### src/rtl/ysyx_24090010_gpr_sb_if.sv
// Read, issue and writeback signals of the GPR/scoreboard block.
// The register file takes the slave modport; decode/writeback logic takes the master modport.
interface ysyx_24090010_gpr_sb_if #(
  parameter int XLEN = 32,
  parameter int NREG = 32,
  parameter int NRD  = 2,
  parameter int AW   = (NREG > 1) ? $clog2(NREG) : 1
);
  logic [NRD*AW-1:0]   rd_addr;
  logic [NRD*XLEN-1:0] rd_data;
  logic [NRD-1:0]      rd_busy;
  logic                iss_valid;
  logic [AW-1:0]       iss_rd;
  logic                iss_ready;
  logic                wb_valid;
  logic [AW-1:0]       wb_rd;
  logic [XLEN-1:0]     wb_data;

  modport master (
    output rd_addr,
    input  rd_data,
    input  rd_busy,
    output iss_valid,
    output iss_rd,
    input  iss_ready,
    output wb_valid,
    output wb_rd,
    output wb_data
  );

  modport slave (
    input  rd_addr,
    output rd_data,
    output rd_busy,
    input  iss_valid,
    input  iss_rd,
    output iss_ready,
    input  wb_valid,
    input  wb_rd,
    input  wb_data
  );
endinterface

### src/rtl/ysyx_24090010_gpr_sb.sv
// General-purpose register file with a per-register pending-write counter for RAW stalls.
// Define YSYX_24090010_GPR_BYPASS_EN to forward same-cycle writeback data to the read ports.
module ysyx_24090010_gpr_sb #(
  parameter int XLEN = 32,
  parameter int NREG = 32,
  parameter int NRD  = 2,
  parameter int CNTW = 2
) (
  input  logic                  clk,
  input  logic                  rst_n,
  ysyx_24090010_gpr_sb_if.slave bus,
  output logic [XLEN-1:0]       a0,
  output logic                  sb_err
);
  localparam int              AW       = (NREG > 1) ? $clog2(NREG) : 1;
  localparam logic [CNTW-1:0] CNT_MAX  = {CNTW{1'b1}};
  localparam logic [AW:0]     NREG_LIM = (AW+1)'(NREG);

  logic [XLEN-1:0] data_arr [NREG];
  logic [CNTW-1:0] cnt_arr  [NREG];
  logic [NREG-1:0] uflow_vec;
  logic [CNTW-1:0] iss_cnt;
  logic            iss_ready_int;
  logic            iss_fire;
  logic            sb_err_reg;

  function automatic logic in_range(input logic [AW-1:0] a);
    return ({1'b0, a} < NREG_LIM);
  endfunction

  // Issue side: a register whose counter is saturated refuses new reservations.
  always_comb begin
    iss_cnt = '0;
    if (in_range(bus.iss_rd)) begin
      iss_cnt = cnt_arr[bus.iss_rd];
    end
  end

  assign iss_ready_int = (bus.iss_rd == '0) || (iss_cnt != CNT_MAX);
  assign iss_fire      = bus.iss_valid && iss_ready_int && (bus.iss_rd != '0);
  assign bus.iss_ready = iss_ready_int;

  // x0 holds no state at all.
  assign data_arr[0]  = '0;
  assign cnt_arr[0]   = '0;
  assign uflow_vec[0] = 1'b0;

  for (genvar gi = 1; gi < NREG; gi++) begin : g_reg
    localparam logic [AW-1:0] IDX = AW'(gi);

    logic [XLEN-1:0] data_reg;
    logic [CNTW-1:0] cnt_reg;
    logic [CNTW-1:0] cnt_next;
    logic            iss_hit;
    logic            wb_hit;

    assign iss_hit = iss_fire && (bus.iss_rd == IDX);
    assign wb_hit  = bus.wb_valid && (bus.wb_rd == IDX);

    // Issue and writeback to the same register cancel out (+1 -1).
    always_comb begin
      cnt_next = cnt_reg;
      if (iss_hit && !wb_hit) begin
        cnt_next = cnt_reg + CNTW'(1);
      end else if (wb_hit && !iss_hit && (cnt_reg != '0)) begin
        cnt_next = cnt_reg - CNTW'(1);
      end
    end

    always_ff @(posedge clk or negedge rst_n) begin
      if (!rst_n) begin
        data_reg <= '0;
        cnt_reg  <= '0;
      end else begin
        cnt_reg <= cnt_next;
        if (wb_hit) begin
          data_reg <= bus.wb_data;
        end
      end
    end

    assign data_arr[gi]  = data_reg;
    assign cnt_arr[gi]   = cnt_reg;
    assign uflow_vec[gi] = wb_hit && !iss_hit && (cnt_reg == '0);
  end

  always_ff @(posedge clk or negedge rst_n) begin
    if (!rst_n) begin
      sb_err_reg <= 1'b0;
    end else if (|uflow_vec) begin
      sb_err_reg <= 1'b1;
    end
  end

  assign sb_err = sb_err_reg;

  if (NREG > 10) begin : g_a0
    assign a0 = data_arr[10];
  end else begin : g_no_a0
    assign a0 = '0;
  end

  logic [XLEN-1:0] rd_data_arr [NRD];
  logic [NRD-1:0]  rd_busy_vec;

  for (genvar gi = 0; gi < NRD; gi++) begin : g_rd
    logic [AW-1:0]   addr;
    logic [XLEN-1:0] stored_data;
    logic [CNTW-1:0] stored_cnt;

    assign addr = bus.rd_addr[gi*AW +: AW];

    always_comb begin
      stored_data = '0;
      stored_cnt  = '0;
      if ((addr != '0) && in_range(addr)) begin
        stored_data = data_arr[addr];
        stored_cnt  = cnt_arr[addr];
      end
    end

`ifdef YSYX_24090010_GPR_BYPASS_EN
    logic fwd;

    assign fwd = bus.wb_valid && (bus.wb_rd == addr) && (addr != '0) && in_range(addr);
    assign rd_data_arr[gi] = fwd ? bus.wb_data : stored_data;
    // Busy reflects the count after this writeback retires; same-cycle issue is ignored.
    assign rd_busy_vec[gi] = fwd ? (stored_cnt > CNTW'(1)) : (stored_cnt != '0);
`else
    assign rd_data_arr[gi] = stored_data;
    assign rd_busy_vec[gi] = (stored_cnt != '0);
`endif
  end

  always_comb begin
    bus.rd_data = '0;
    for (int k = 0; k < NRD; k++) begin
      bus.rd_data[k*XLEN +: XLEN] = rd_data_arr[k];
    end
  end

  assign bus.rd_busy = rd_busy_vec;

endmodule

### src/flat_wrapper.sv
// flat-port wrapper written by rule: the top's interface ports become plain ports
module ysyx_24090010_gpr_sb_flat 
#(
  parameter int XLEN = 32,
  parameter int NREG = 32,
  parameter int NRD  = 2,
  parameter int CNTW = 2
)
  (clk, rst_n, a0, sb_err, bus_rd_addr, bus_rd_data, bus_rd_busy, bus_iss_valid, bus_iss_rd, bus_iss_ready, bus_wb_valid, bus_wb_rd, bus_wb_data);
  ysyx_24090010_gpr_sb_if #(.XLEN(XLEN), .NREG(NREG), .NRD(NRD)) bus_i ();
  input  logic clk;
  input  logic rst_n;
  output logic [XLEN-1:0] a0;
  output logic sb_err;
  input wire logic [$bits(bus_i.rd_addr)-1:0] bus_rd_addr;
  output wire logic [$bits(bus_i.rd_data)-1:0] bus_rd_data;
  output wire logic [$bits(bus_i.rd_busy)-1:0] bus_rd_busy;
  input wire logic [$bits(bus_i.iss_valid)-1:0] bus_iss_valid;
  input wire logic [$bits(bus_i.iss_rd)-1:0] bus_iss_rd;
  output wire logic [$bits(bus_i.iss_ready)-1:0] bus_iss_ready;
  input wire logic [$bits(bus_i.wb_valid)-1:0] bus_wb_valid;
  input wire logic [$bits(bus_i.wb_rd)-1:0] bus_wb_rd;
  input wire logic [$bits(bus_i.wb_data)-1:0] bus_wb_data;
  assign bus_i.rd_addr = bus_rd_addr;
  assign bus_rd_data = bus_i.rd_data;
  assign bus_rd_busy = bus_i.rd_busy;
  assign bus_i.iss_valid = bus_iss_valid;
  assign bus_i.iss_rd = bus_iss_rd;
  assign bus_iss_ready = bus_i.iss_ready;
  assign bus_i.wb_valid = bus_wb_valid;
  assign bus_i.wb_rd = bus_wb_rd;
  assign bus_i.wb_data = bus_wb_data;
  ysyx_24090010_gpr_sb #(.XLEN(XLEN), .NREG(NREG), .NRD(NRD), .CNTW(CNTW)) u_core (.clk(clk), .rst_n(rst_n), .bus(bus_i), .a0(a0), .sb_err(sb_err));
endmodule
### config.mk
export PLATFORM = sky130hd
export DESIGN_NAME = ysyx_24090010_gpr_sb_flat
export DESIGN_NICKNAME = d
export VERILOG_FILES = /design/src/rtl/ysyx_24090010_gpr_sb_if.sv /design/src/rtl/ysyx_24090010_gpr_sb.sv /design/src/flat_wrapper.sv
export SDC_FILE = /design/constraint.sdc
export NUM_CORES = 2
export LEC_CHECK = 0
export BUFFER_PORTS_ARGS = -buffer_cell sky130_fd_sc_hd__buf_2
export CELL_PAD_IN_SITES_DETAIL_PLACEMENT = 0
export CELL_PAD_IN_SITES_GLOBAL_PLACEMENT = 1
export CORE_MARGIN = 2
export CORE_UTILIZATION = 45
export CTS_CLUSTER_SIZE = 8
export DETAILED_ROUTE_END_ITERATION = 16
export GPL_ROUTABILITY_DRIVEN = 0
export PLACE_DENSITY_LB_ADDON = 0.1
export SLEW_MARGIN = 40
export SYNTH_ARGS = -nofsm -noshare
export SYNTH_HDL_FRONTEND = slang
export SYNTH_SLANG_ARGS = --single-unit
### constraint.sdc
create_clock -name clk -period 10 [get_ports clk]
set_input_delay 2 -clock clk [delete_from_list [all_inputs] [get_ports clk]]
set_output_delay 2 -clock clk [all_outputs]
set_load 0.02 [all_outputs]
Word-level counts from Yosys, hierarchy flattened:

Index checks and enable logic that the tools add are counted.

* bits in registers: 1055
* input port bits: 56

* add/sub/neg operators: 62
* magnitude comparators: 3
* equality and inequality tests: 63
* mux-type cells: 81
* bitwise gates (word level): 3
* reductions and logical operators: 351

Operators with widths (count)
* 32-bit binary-select mux with 5-bit select: 2
* 32-bit two-way mux: 6
* 1-bit logical AND: 188
* 5-bit == test, second input constant: 32
* 2-bit two-way mux: 70
* 2-bit nonzero test: 64
* 5-bit by 4-bit == test with 1-bit output, second input constant: 16
* 2-bit by 1-bit adder with 2-bit output, second input constant: 31
* 1-bit logical NOT: 62
* 2-bit logical NOT: 31
* 2-bit by 1-bit subtractor with 2-bit output, second input constant: 31
* 5-bit by 3-bit == test with 1-bit output, second input constant: 8
* 31-bit OR reduction: 1
* 2-bit binary-select mux with 5-bit select: 3
* 5-bit by 2-bit == test with 1-bit output, second input constant: 4
* 6-bit greater-or-equal comparator, second input constant: 3
* 5-bit NOT with 6-bit output: 3
* 5-bit nonzero test: 3
* 5-bit by 1-bit == test with 1-bit output, second input constant: 2
* 5-bit logical NOT: 1
* 2-bit != test, second input constant: 1
* 1-bit logical OR: 1

Longest topological paths before layout:

* depth after elaboration: 14
* depth in mapped cells: 13
* mapped depth without buffers: 9

Least setup slack after synthesis:

Ideal clock, no wire load.

* path kind: input to output
* start point: input port bus_rd_addr[0]
* end point: output port bus_rd_data[0]
* arrival: 4.401 ns
* setup slack: 3.599 ns
* cell stages on the path: 6
* cells stage by stage: clkbuf_1 clkbuf_1 buf_1 mux4_2 mux4_2 mux2_2

* word-level cells in the longest chain between the ends: 5
* elaborated cells on any way between the ends: 6

Ends and longest elaborated chain
* start: declaration: line flat_wrapper.sv:15 `input wire logic [$bits(bus_i.rd_addr)-1:0] bus_rd_addr;`
* 5-bit NOT with 6-bit output (not written as such): line ysyx_24090010_gpr_sb.sv:117 `stored_data = data_arr[addr];`
* 32-bit binary-select mux with 5-bit select: line ysyx_24090010_gpr_sb.sv:117
* 32-bit two-way mux (not written as such) (2 in a row): line ysyx_24090010_gpr_sb.sv:117
* 32-bit two-way mux *: line ysyx_24090010_gpr_sb.sv:116 `if ((addr != '0) && in_range(addr)) begin`
* end: declaration: line flat_wrapper.sv:16 `output wire logic [$bits(bus_i.rd_data)-1:0] bus_rd_data;`

Mark *: on every way between the ends. The rest lies on a longest branch, timed or not. The select of a mux whose other input is x is not followed.

Worst setup path in the final report:

* start point: input port bus_rd_addr[1]
* end point: output port bus_rd_data[29]

Same word-level chain as after synthesis.

==> impl_metrics.toml <==
[global_route]
grt_pass1_wl_mm = 268
grt_max_degree = 160
gr-total-overflow = 0
grtUsageTotal_pct = 28.2
grt_pass1_vias = 38800
antenna_found_initial = 9

[placed_design]
place_ws_ns = 3.01
hpwl_mm = 103
port_buffers = 155
place_area_mm2 = 0.0601

[clocking]
cts_hold_buf = 0
clock-root-buffer = "clkbuf_16"
postCtsSetupRepairBufs = 0
clockBufferDepth = 3
cts_tree = "built"
clk_latency_ns = 0.78
numCtsBuffers = 151
cts.sinks = 1055
clkTransAtPathRegs_ns = 0.06
cts_resized = 0
htree_num_levels = 4

[hold_path]
hold_start = "u_core.g_reg[4].cnt_reg[0]$_DFFE_PN0P_"
hp-class = "reg -> reg"
min_to = "u_core.g_reg[4].cnt_reg[0]$_DFFE_PN0P_"
hold_depth = 1

[yosys]
ys.flop_type = "dfrtp_1"
ys_seq_area_share_pct = 46.0
ys_types = 65
synth.avg_cell_area_um2 = 15.4
synth-edff-count = 0
async_reset_ff_share_pct = 100
synth_warnings = 0
syn-num-nets = 3794
ys_ff_latch = 1055
syn_area_mm2 = 0.0574
synth_cells = 3738

[pwr]
power_frac_clock_pct = 34.8
powerDensity_mw_per_mm2 = 208
internal_power_w = 0.00964
power_leakage_nw = 27.4
pwr-share-comb_pct = 21.7
vdd_drop_max_mv = 0.181
p_seq_share_pct = 43.5
switching_share_pct = 27.9
switchingPower_w = 0.00372

[die]
chipWidth_um = 361
pin_count = 156
coreArea_mm2 = 0.127
die_area_mm2 = 0.130
chipHeight_um = 361
start_util_pct = 45.2
rows = 131

[timing]
slew_headroom_pct = 40.8
fin_skew_ns = 0.0187
setup_viol = 0
worstMarginPinSlew_ns = 0.889
min_period_ns = 7.00
timing.setup.tns_ns = 0
rsz0062_at_grt = "no"
hold_viol_final = 0
min_period_over_period_pct = 70.0
max_freq_mhz = 143
maxSlewViolCount = 0
timing.final.ws_setup_ns = 3.00

[setup_path]
path_cells = "buf_8 -> buf_4 -> mux2_2 -> a22o_1 -> mux4_2 -> mux2_2 -> buf_2"
critPathMaxStageDelay_ns = 0.78
critPathKind = "in -> out"
reg2reg_setup_slack_ns = 6.71
timing.rr.start = "u_core.g_reg[4].cnt_reg[0]$_DFFE_PN0P_"
crit_path_frequent_cell = "mux2_2"
crit_required_ns = 8.00
r2r_end = "u_core.sb_err$_DFFE_PN0P_"
crit_path_end_kind = "primary output"
r2r_cells = 9
cp_data_arrival_time_ns = 5.00
startpoint_type = "primary input"
cp-startpoint = "bus_rd_addr[1]"
critPathSlowestCell = "buf_4"
worstPathMaxFanout = 75

[routing]
wl_per_cell_um = 33.2
routed-via-count = 36200
drt_pass1_iterations = 8
wl_met3_mm = 12.2
drc = 0
wl_met2_mm = 86.0
antenna_left = 0
wl_mm = 181
highest_layer = "met5"
first_iter_violations = 3012
wl_met1_mm = 76.7
avgViaCountPerCell = 6.64

[layout]
final_util_pct = 50.6
largest_reg_flops = 960
n_fill_cell = 10300
areaGrowthSynthToFinish_pct = 12.1
drive_above_1_share_pct = 57.7
layout_commonest_cell = "mux2_2"
fin_area_mm2 = 0.0643
final_cell_mix = "1121 x mux2_2, 1055 x dfrtp_1, 596 x mux4_2, 158 x clkbuf_16, 145 x buf_2"
nNetsFinal = 3810

[job]
drv_cap = 0

[run_status]
outcome = "finished, final reports clean"
==> power groups by stage <==
stage	Clock, W	Sequential, W	Combinational, W
2_1_floorplan	0	0.00564	0.00220
6_report	0.00465	0.00582	0.00290
4_1_cts	0.00477	0.00580	0.00292
3_3_place_gp	0	0.00577	0.00282
5_1_grt	0.00495	0.00593	0.00310
3_5_place_dp	0	0.00586	0.00291
==> worst max-delay path, delay by kind of cell <==
kind,cells,cell delay [ns]
AOI/OAI and AO/OA,1,0.18
buffers and inverters,3,1.47
muxes,3,1.23
==> through the flow <==
| step | instances | hold slack, ns | power, W |
|---|---|---|---|
| final | 5443 | 0.517 | 0.0134 |
| after global routing | 5441 | 0.535 | 0.0140 |
| after CTS | 5435 | 0.513 | 0.0135 |
| after detailed placement | 5259 | 0.505 | 0.00877 |
| after global placement | 5245 | 0.493 | 0.00859 |
| after floorplan | 3738 | 0.473 | 0.00784 |
==> cell families (layout without fill, tap and decap cells) <==
kind of cell	after synthesis	count (layout)	synth area share, %
AO/OA/AOI/OAI	263	263	3.12
buffers and inverters	412	451	2.78
multiplexers	1734	1734	45.7
flip-flops	1055	1055	46.0
other	0	4	0
AND/OR/NAND/NOR	274	274	2.40
==> cell type report <==
| cell class | instances | area, um2 | share of cell area (%) |
|---|---|---|---|
| multi-input cells | 2271 | 29600 | 46.0 |
| flip-flops and latches | 1055 | 26400 | 41.0 |
| clock buffers | 166 | 3990 | 6.21 |
| well taps | 1662 | 2080 | 3.23 |
| repair buffers | 249 | 2060 | 3.20 |
| clock inverters | 10 | 101 | 0.158 |
| inverters | 26 | 97.6 | 0.152 |
| diodes | 4 | 10.0 | 0.0156 |
==> synth_stat cells (all sizes together), types with 20 or more instances <==
library cell / instances / area (um2)
mux4: 596 / 13400
nor3: 28 / 140
a22o: 63 / 552
nand3b: 20 / 150
buf: 98 / 415
inv: 26 / 97.6
nor2: 69 / 262
clkbuf: 288 / 1080
a21oi: 43 / 215
nand2: 78 / 298
o21ai: 84 / 424
dfrtp: 1055 / 26400
mux2: 1124 / 12700
==> layer usage <==
metal  track usage (%)  vias to the layer above
met2              44.8                     1399
met3              5.96                      325
met4              8.92                        4
li1                  -                    14600
met1              38.9                    19800
met5                 0                        -
==> worst max-delay path by stage <==
| stage | cells past startpoint | end |
|---|---|---|
| final | 7 | bus_rd_data[29] |
| after CTS | 7 | bus_rd_data[29] |
| after global routing | 8 | bus_rd_data[29] |
| after detailed placement | 7 | bus_rd_data[29] |
| after global placement | 6 | bus_rd_data[29] |
| after floorplan | 6 | bus_rd_data[0] |
No activity file was read; power rests on OpenSTA's default activity.
